$ cat config.mk
export PLATFORM = sky130hd
export DESIGN_NAME = twiddle_gen
export DESIGN_NICKNAME = d
export VERILOG_FILES = /design/src/rtl/twiddle_gen.sv
export SDC_FILE = /design/constraint.sdc
export NUM_CORES = 1
export LEC_CHECK = 0
export BUFFER_PORTS_ARGS = -buffer_cell sky130_fd_sc_hd__buf_2
export CORE_UTILIZATION = 50
export DETAILED_ROUTE_END_ITERATION = 10
export GPL_ROUTABILITY_DRIVEN = 0
export PLACE_DENSITY = 0.76
export SLEW_MARGIN = 20
export SYNTH_ARGS = -nofsm -noshare
export SYNTH_HDL_FRONTEND = slang
export SYNTH_SLANG_ARGS = --single-unit
$ cat constraint.sdc
create_clock -name clk -period 3 [get_ports clk]
set_input_delay 0.6 -clock clk [delete_from_list [all_inputs] [get_ports clk]]
set_output_delay 0.6 -clock clk [all_outputs]
set_load 0.03 [all_outputs]
$ cat src/rtl/twiddle_gen.sv
// Sequential twiddle-factor source for a radix-2 DIT FFT: walks every stage and
// butterfly after a start pulse and streams W_N^k (or its conjugate) in FP4/FP8.
module twiddle_gen #(
    parameter int unsigned PRECISION = 0,
    parameter int unsigned N_LOG2    = 3
) (
    input  logic              clk,
    input  logic              rst_n,
    input  logic              start,
    input  logic              inverse,
    input  logic              tw_ready,
    output logic              tw_valid,
    output logic [7:0]        tw_re,
    output logic [7:0]        tw_im,
    output logic [2:0]        tw_stage,
    output logic [N_LOG2-2:0] tw_bfly,
    output logic [N_LOG2-2:0] tw_k,
    output logic              tw_last,
    output logic              busy,
    output logic              done
);

    localparam int unsigned IW       = N_LOG2 - 1;
    localparam int unsigned HALF     = 1 << IW;
    localparam int unsigned SIGN_BIT = (PRECISION != 0) ? 7 : 3;
    localparam logic [2:0]    LAST_S = 3'(N_LOG2 - 1);
    localparam logic [IW-1:0] LAST_J = IW'(HALF - 1);

    typedef enum logic [1:0] {
        IDLE = 2'd0,
        RUN  = 2'd1,
        DONE = 2'd2
    } state_t;

    // One 16-point quarter-wave-free table; smaller N index it at a stride of 16/N.
    function automatic logic [15:0] rom_entry(input logic [2:0] k16);
        logic [15:0] e;
        e = 16'h0000;
        if (PRECISION != 0) begin
            case (k16)
                3'd0: e = 16'h3800;
                3'd1: e = 16'h37AC;
                3'd2: e = 16'h33B3;
                3'd3: e = 16'h2CB7;
                3'd4: e = 16'h00B8;
                3'd5: e = 16'hACB7;
                3'd6: e = 16'hB3B3;
                3'd7: e = 16'hB7AC;
            endcase
        end else begin
            case (k16)
                3'd0: e = 16'h0200;
                3'd1: e = 16'h0209;
                3'd2: e = 16'h0109;
                3'd3: e = 16'h010A;
                3'd4: e = 16'h000A;
                3'd5: e = 16'h090A;
                3'd6: e = 16'h0909;
                3'd7: e = 16'h0A09;
            endcase
        end
        return e;
    endfunction

    // k = (j mod 2^s) * 2^(log2(N) - 1 - s)
    function automatic logic [IW-1:0] k_of(input logic [2:0] s, input logic [IW-1:0] j);
        logic [IW-1:0] mask;
        mask = IW'((32'd1 << s) - 32'd1);
        return (j & mask) << (IW - 32'(s));
    endfunction

    state_t        state_q, state_d;
    logic [2:0]    s_q, s_d;
    logic [IW-1:0] j_q, j_d;
    logic          inv_q, inv_d;
    logic          load;
    logic [IW-1:0] k_w;
    logic [2:0]    k16_w;
    logic [15:0]   entry_w;
    logic [7:0]    im_w;

    logic          valid_d, last_d, busy_d, done_d;
    logic [7:0]    re_d, im_d;
    logic [2:0]    stage_d;
    logic [IW-1:0] bfly_d, k_d;

    always_comb begin
        state_d = state_q;
        s_d     = s_q;
        j_d     = j_q;
        inv_d   = inv_q;
        load    = 1'b0;
        valid_d = tw_valid;
        re_d    = tw_re;
        im_d    = tw_im;
        stage_d = tw_stage;
        bfly_d  = tw_bfly;
        k_d     = tw_k;
        last_d  = tw_last;
        busy_d  = busy;
        done_d  = 1'b0;

        case (state_q)
            IDLE: begin
                if (start) begin
                    state_d = RUN;
                    s_d     = 3'd0;
                    j_d     = '0;
                    inv_d   = inverse;
                    busy_d  = 1'b1;
                    valid_d = 1'b1;
                    load    = 1'b1;
                end
            end
            RUN: begin
                if (tw_valid && tw_ready) begin
                    if (tw_last) begin
                        state_d = DONE;
                        valid_d = 1'b0;
                        re_d    = 8'h00;
                        im_d    = 8'h00;
                        stage_d = 3'd0;
                        bfly_d  = '0;
                        k_d     = '0;
                        last_d  = 1'b0;
                        busy_d  = 1'b0;
                        done_d  = 1'b1;
                    end else begin
                        if (j_q == LAST_J) begin
                            j_d = '0;
                            s_d = s_q + 3'd1;
                        end else begin
                            j_d = j_q + IW'(1);
                        end
                        load = 1'b1;
                    end
                end
            end
            DONE:    state_d = IDLE;
            default: state_d = IDLE;
        endcase

        // Twiddle for the (s, j) pair being registered this edge.
        k_w     = k_of(s_d, j_d);
        k16_w   = 3'(k_w) << (3 - IW);
        entry_w = rom_entry(k16_w);
        im_w    = entry_w[7:0];
        if (inv_d && (im_w != 8'h00)) begin
            im_w[SIGN_BIT] = ~im_w[SIGN_BIT];
        end

        if (load) begin
            re_d    = entry_w[15:8];
            im_d    = im_w;
            stage_d = s_d;
            bfly_d  = j_d;
            k_d     = k_w;
            last_d  = (s_d == LAST_S) && (j_d == LAST_J);
        end
    end

    always_ff @(posedge clk or negedge rst_n) begin
        if (!rst_n) begin
            state_q  <= IDLE;
            s_q      <= 3'd0;
            j_q      <= '0;
            inv_q    <= 1'b0;
            tw_valid <= 1'b0;
            tw_re    <= 8'h00;
            tw_im    <= 8'h00;
            tw_stage <= 3'd0;
            tw_bfly  <= '0;
            tw_k     <= '0;
            tw_last  <= 1'b0;
            busy     <= 1'b0;
            done     <= 1'b0;
        end else begin
            state_q  <= state_d;
            s_q      <= s_d;
            j_q      <= j_d;
            inv_q    <= inv_d;
            tw_valid <= valid_d;
            tw_re    <= re_d;
            tw_im    <= im_d;
            tw_stage <= stage_d;
            tw_bfly  <= bfly_d;
            tw_k     <= k_d;
            tw_last  <= last_d;
            busy     <= busy_d;
            done     <= done_d;
        end
    end

endmodule

# After elaboration in Yosys (flattened, before gate mapping)
# Memory sizes are Yosys's and may differ from the RTL's.
# Cells that the tools add are included.
[classes] addsub=4 n_bitwise=2 n_eq_ne=7 n_mux=45 n_shift=2 n_reduce_logical=13
[ops] op="$mux W8" n=5
[ops] op="$shl A2 B32 Y2" n=1
[ops] op="$mux W2" n=12
[ops] op="$mux W3" n=8
[ops] op="$mux W1" n=15
[ops] op="$pmux W2 S2" n=2
[ops] op="$reduce_bool A2 Y1" n=4
[ops] op="$reduce_bool A8 Y1" n=1
[ops] op="$ne A2 B2 Y1 const B" n=3
[ops] op="$pmux W3 S2" n=1
[ops] op="$reduce_and A3 Y1" n=2
[ops] op="$eq A2 B2 Y1 const B" n=2
[ops] op="$pmux W1 S2" n=2
[ops] op="$reduce_and A4 Y1" n=1
[ops] op="$sub A2 B3 Y4 const A" n=1
[ops] op="$add A3 B1 Y3 const B" n=1
[ops] op="$eq A3 B2 Y1 const B" n=1
[ops] op="$logic_and A1 B1 Y1" n=3
[ops] op="$shl A1 B3 Y2 const A" n=1
[ops] op="$add A2 B1 Y2 const B" n=1
[ops] op="$and A2 B2 Y2" n=1
[ops] op="$eq A2 B1 Y1 const B" n=1
[ops] op="$logic_not A2 Y1" n=1
[ops] op="$reduce_and A2 Y1" n=1
[ops] op="other kinds (2)" n=2
[totals] word_cells=86 regBits=34 mem_bits_ro=48 memories=1 input_bits=5 out_inout_bits=27
[mem_list] memory="(no name shown)" words=8 width=6 rd=1 rd_ports_with_merged_regs=0 write_ports=0 line_no="51" text="case (k16)"

# Logic depth before layout (Yosys ltp)
# An unclocked memory read counts as a cell.
[depth] depth_word=14 mapped_depth=10 ltp_nobuf=10

# Worst setup path after synthesis
# No wires, ideal clock.
[synth_timing] kind="input port to flip-flop" start="in start" end="reg tw_re[1]" setup_slack_ns=0.694 path_stages=9 setup_time_ns=0.126 path_buffers=1 required_time_ns=2.874 arrival_time_ns=2.180 path_cell_list="or3b_4 > buf_6 > nand2_1 > mux2i_1 > inv_1 > ha_1 > nor2_1 > o21ai_1 > a221o_1"
[synth_between] elab_chain_len=8
[synth_lines] element="from (decl)" line_no="9" text="input logic start,"
[synth_lines] element="$mux W3 (*)" line_no="105" text="if (start) begin"
[synth_lines] element="$pmux W3 S2 (*)" line_no="103" text="case (state_q)"
[synth_lines] element="net s_d[0]" line_no="73" text="logic [2:0] s_q, s_d;"
[synth_lines] element="$shl A1 B3 Y2" line_no="68" text="mask = IW'((32'd1 << s) - 32'd1);"
[synth_lines] element="$sub A2 B1 Y2" line_no="68"
[synth_lines] element="$and A2 B2 Y2" line_no="69" text="return (j & mask) << (IW - 32'(s));"
[synth_lines] element="$shl A2 B32 Y2 (*)" line_no="69"
[synth_lines] element="$mem_v2 Z8 W6 (*)"
[synth_lines] element="$mux W8 (*)" line_no="152" text="if (load) begin"
[synth_lines] element="to (signal assigned)" line_no="183" text="tw_re <= re_d;"
[synth_lines] element="to (decl)" line_no="13" text="output logic [7:0] tw_re,"
# The timed path passes the listed nets; every way through them passes the cells marked *.
# A chain may end at the register's enable or synchronous reset.

# Worst setup path in the final report
[layout_timing] start="reg state_q[1]" end="reg tw_re[1]"
[layout_between] elab_chain_len=8
[layout_lines] element="from (decl)" line_no="72" text="state_t state_q, state_d;"
[layout_lines] element="from (signal assigned)" line_no="178" text="state_q <= state_d;"
[layout_lines] element="$eq A2 B1 Y1 / $logic_not A2 Y1 (equally long branches)" line_no="103"
[layout_lines] element="$pmux W3 S2 (*)" line_no="103"
[layout_lines] element="net s_d[0]" line_no="73"
[layout_lines] element="$shl A1 B3 Y2" line_no="68"
[layout_lines] element="$sub A2 B1 Y2" line_no="68"
[layout_lines] element="$and A2 B2 Y2" line_no="69"
[layout_lines] element="$shl A2 B32 Y2 (*)" line_no="69"
[layout_lines] element="$mem_v2 Z8 W6 (*)"
[layout_lines] element="$mux W8 (*)" line_no="152"
# Marks and branches as above.

==> impl_metrics.csv <==
group,metric,value,unit
status,status,"complete, no violations",
synthesis,synth_cell_types,44,
job,drv_cap,0,
power_and_ir_drop,p_leak,0.689,nW
global_routing,antenna_found_initial,0,
critical_path,worst_ep_required_time,3.21,ns
clocking,htree_levels,1,
critical_path,slowest_stage,"dfrtp_1",
synthesis,synth_area_leaders,"dfrtp_1, buf_4, nand2_1, ha_1, o32ai_4",
clocking,cts.repair.resized,0,
cells_and_area,final.fill_count,217,
critical_path,crit_chain,"or3b_4 > nand2_1 > mux2i_1 > inv_1 > ha_1 > nor2_1 > o21ai_1 > a221o_1",
global_routing,grt_pass1_vias,957,
global_routing,grt_max_degree,23,
sta,drv_slew,0,
sta,finalClockSkew,0.00169,ns
critical_path,crit_path_start,"state_q[1]",
synthesis,syn-mean-instance-area,10.3,µm²
floorplanning,ios,32,
floorplanning,coreArea,2320,µm²
global_routing,overflow,0,
cells_and_area,area_delta_synth_final,7.32,%
detailed_routing,dr.pass1.iters,4,
cells_and_area,multiInputGateArea,633,µm²
synthesis,synth_top_cell_by_area,"dfrtp_1",
detailed_routing,drc_errors,0,
critical_path,cp_max_fo,15,
floorplanning,rows,17,
clocking,cts_buffers,3,
critical_path,setup.worst_path.end_class,"flop",
clocking,clock_latency,0.31,ns
critical_path,critPathLaunchType,"flop",
clocking,post_cts.repair.setup_buffers,0,
critical_path,cp.depth,8,
critical_path,crit_family,"flip-flops",
cells_and_area,antenna_cells,0,
critical_path,cp_slowest_stage_delay,0.67,ns
sta,rsz0062_at_grt,"no",
power_and_ir_drop,power_density,1020,nW/µm²
synthesis,syn_area,1280,µm²
critical_path,r2r_cells,8,
place,io_buffers,21,
worst_hold_path,hp-class,"in2async",
detailed_routing,drt_iter0_markers,15,
clocking,cts-root-buf,"clkbuf_4",
sta,post-route-min-period,2.54,ns
floorplanning,dieArea,2770,µm²
synthesis,yosysSeqAreaShare,0.430,
cells_and_area,nets,152,
global_routing,grt_pass1_wl,4350,µm
detailed_routing,via_per_inst,5.70,
power_and_ir_drop,p_total,1.40,mW
floorplanning,chipHeight,52.6,µm
cells_and_area,ff_latch_area,551,µm²
sta,fmaxAchievable,393,MHz
detailed_routing,wire_per_inst,14.4,µm
critical_path,worst-path-buf-inv,1,
critical_path,path_class,"reg2reg",
sta,final.setup.tns,0,ns
synthesis,ys.warnings.count,0,
clocking,cts_hold_buf,0,
place,dp_hpwl,1810,µm
sta,setup_viol,0,
detailed_routing,vias,969,
cells_and_area,drive_gt1_frac,0.239,
power_and_ir_drop,ir_worst_vdd,0.528,mV
clocking,clock-sinks,22,
floorplanning,initial_core_util,0.553,
detailed_routing,wl,2440,µm
sta,period_share,0.848,
clocking,path_clk_slew,0.12,ns
synthesis,synth_top_area_share,0.430,
clocking,clk_path_buf_depth,2,
cells_and_area,fin_util,0.593,
global_routing,grtUsageTotal,0.217,
critical_path,cp.arrival,2.75,ns
critical_path,timing.rr.start,"state_q[1]",
floorplanning,chipWidth,52.6,µm
clocking,cts_tree,"built",
sta,final-hold-violation-count,0,
detailed_routing,ant_nets,0,
synthesis,synth-seq-cells,22,
synthesis,synthCells,124,
cell usage in the layout, fill, tap and decap left out, types with 2 or more instances in the layout:
cell type	count
o21ai_1	4
nor3b_1	3
dfrtp_1	22
a21oi_1	4
ha_1	4
clkbuf_4	3
inv_1	4
o21ai_0	2
a22o_1	3
o211ai_1	3
nand3_1	4
nor2b_1	3
nand2_1	16
buf_2	21
nor2_1	4
and2_1	2
o2bb2ai_1	2
conb_1	10
a32o_1	2
nand2b_1	2
synth_stat cells, drive strengths merged:
cell      n
dfrtp    22
nand2    16
buf      14
o21ai     7
a21oi     5
ha        4
inv       4
nand3     4
nor2      4
a22o      3
nor2b     3
nor3b     3
o211ai    3
a32o      2
and2      2
clkbuf    2
nand2b    2
o2bb2ai   2
o31ai     2
a21boi    1
a21o      1
a221o     1
a22oi     1
a311oi    1
and3b     1
and4b     1
conb      1
mux2      1
mux2i     1
nand4     1
nand4b    1
o21a      1
o311ai    1
o32a      1
o32ai     1
o41ai     1
or2       1
or3       1
or3b      1
cells by family (layout without fill, tap and decap cells):
logic type / count (synthesis) / count (layout) / share of synthesized area
fa+ha+maj: 4 / 4 / 0.0391
flops: 22 / 22 / 0.430
other cells: 1 / 10 / 0.00293
buf+inv: 20 / 29 / 0.103
simple gates: 41 / 41 / 0.187
compound gates: 34 / 34 / 0.223
mux: 2 / 2 / 0.0166
cell type report:
| class | instances | area share |
|---|---|---|
| multi-input combinational | 91 | 0.460 |
| timing repair buffer | 21 | 0.0764 |
| inverter | 4 | 0.0109 |
| clock buffer | 4 | 0.0264 |
| tap | 28 | 0.0255 |
| sequential | 22 | 0.400 |
flip-flops by register name (all words and copies together), names as in the netlist:
register / flops
busy: 1
tw_k: 2
done: 1
j_q: 2
s_q: 3
tw_im: 2
inv_q: 1
tw_stage: 3
tw_last: 1
tw_re: 2
tw_bfly: 2
state_q: 2
where the power goes:
part / switching (mW) / internal, mW
logic: 0.488 / 0.267
clock network: 0.0894 / 0.0742
registers: 0.0882 / 0.394
total: 0.666 / 0.735
stage by stage:
step	hold WS, ns	instances	worst slack, ns	instance area (µm²)
floorplan	0.304	133	0.694	1320
CTS	0.235	170	0.466	1380
global placement	0.456	166	0.485	1340
global route	0.263	170	0.139	1380
detailed placement	0.458	166	0.387	1340
finish	0.235	170	0.455	1380
worst paths after layout:
path | end | slack, ns
worst max register to register | tw_re[1] | 0.46
worst min-delay path | j_q[0] | 0.24
worst min register to register | tw_k[1] | 0.49
max in group asynchronous | tw_bfly[1] | 2.43
worst max-delay path | tw_re[1] | 0.46
min in group clk | tw_k[1] | 0.49
layer usage:
layer | track usage | part of all wire | wire, µm
met1 | 0.257 | 0.46 | 1130
met2 | 0.354 | 0.48 | 1160
met3 | 0.0609 | 0.041 | 100
met4 | 0.110 | 0.021 | 51
met5 | 0 | 0 | 0
No activity file was read; power rests on OpenSTA's default activity.
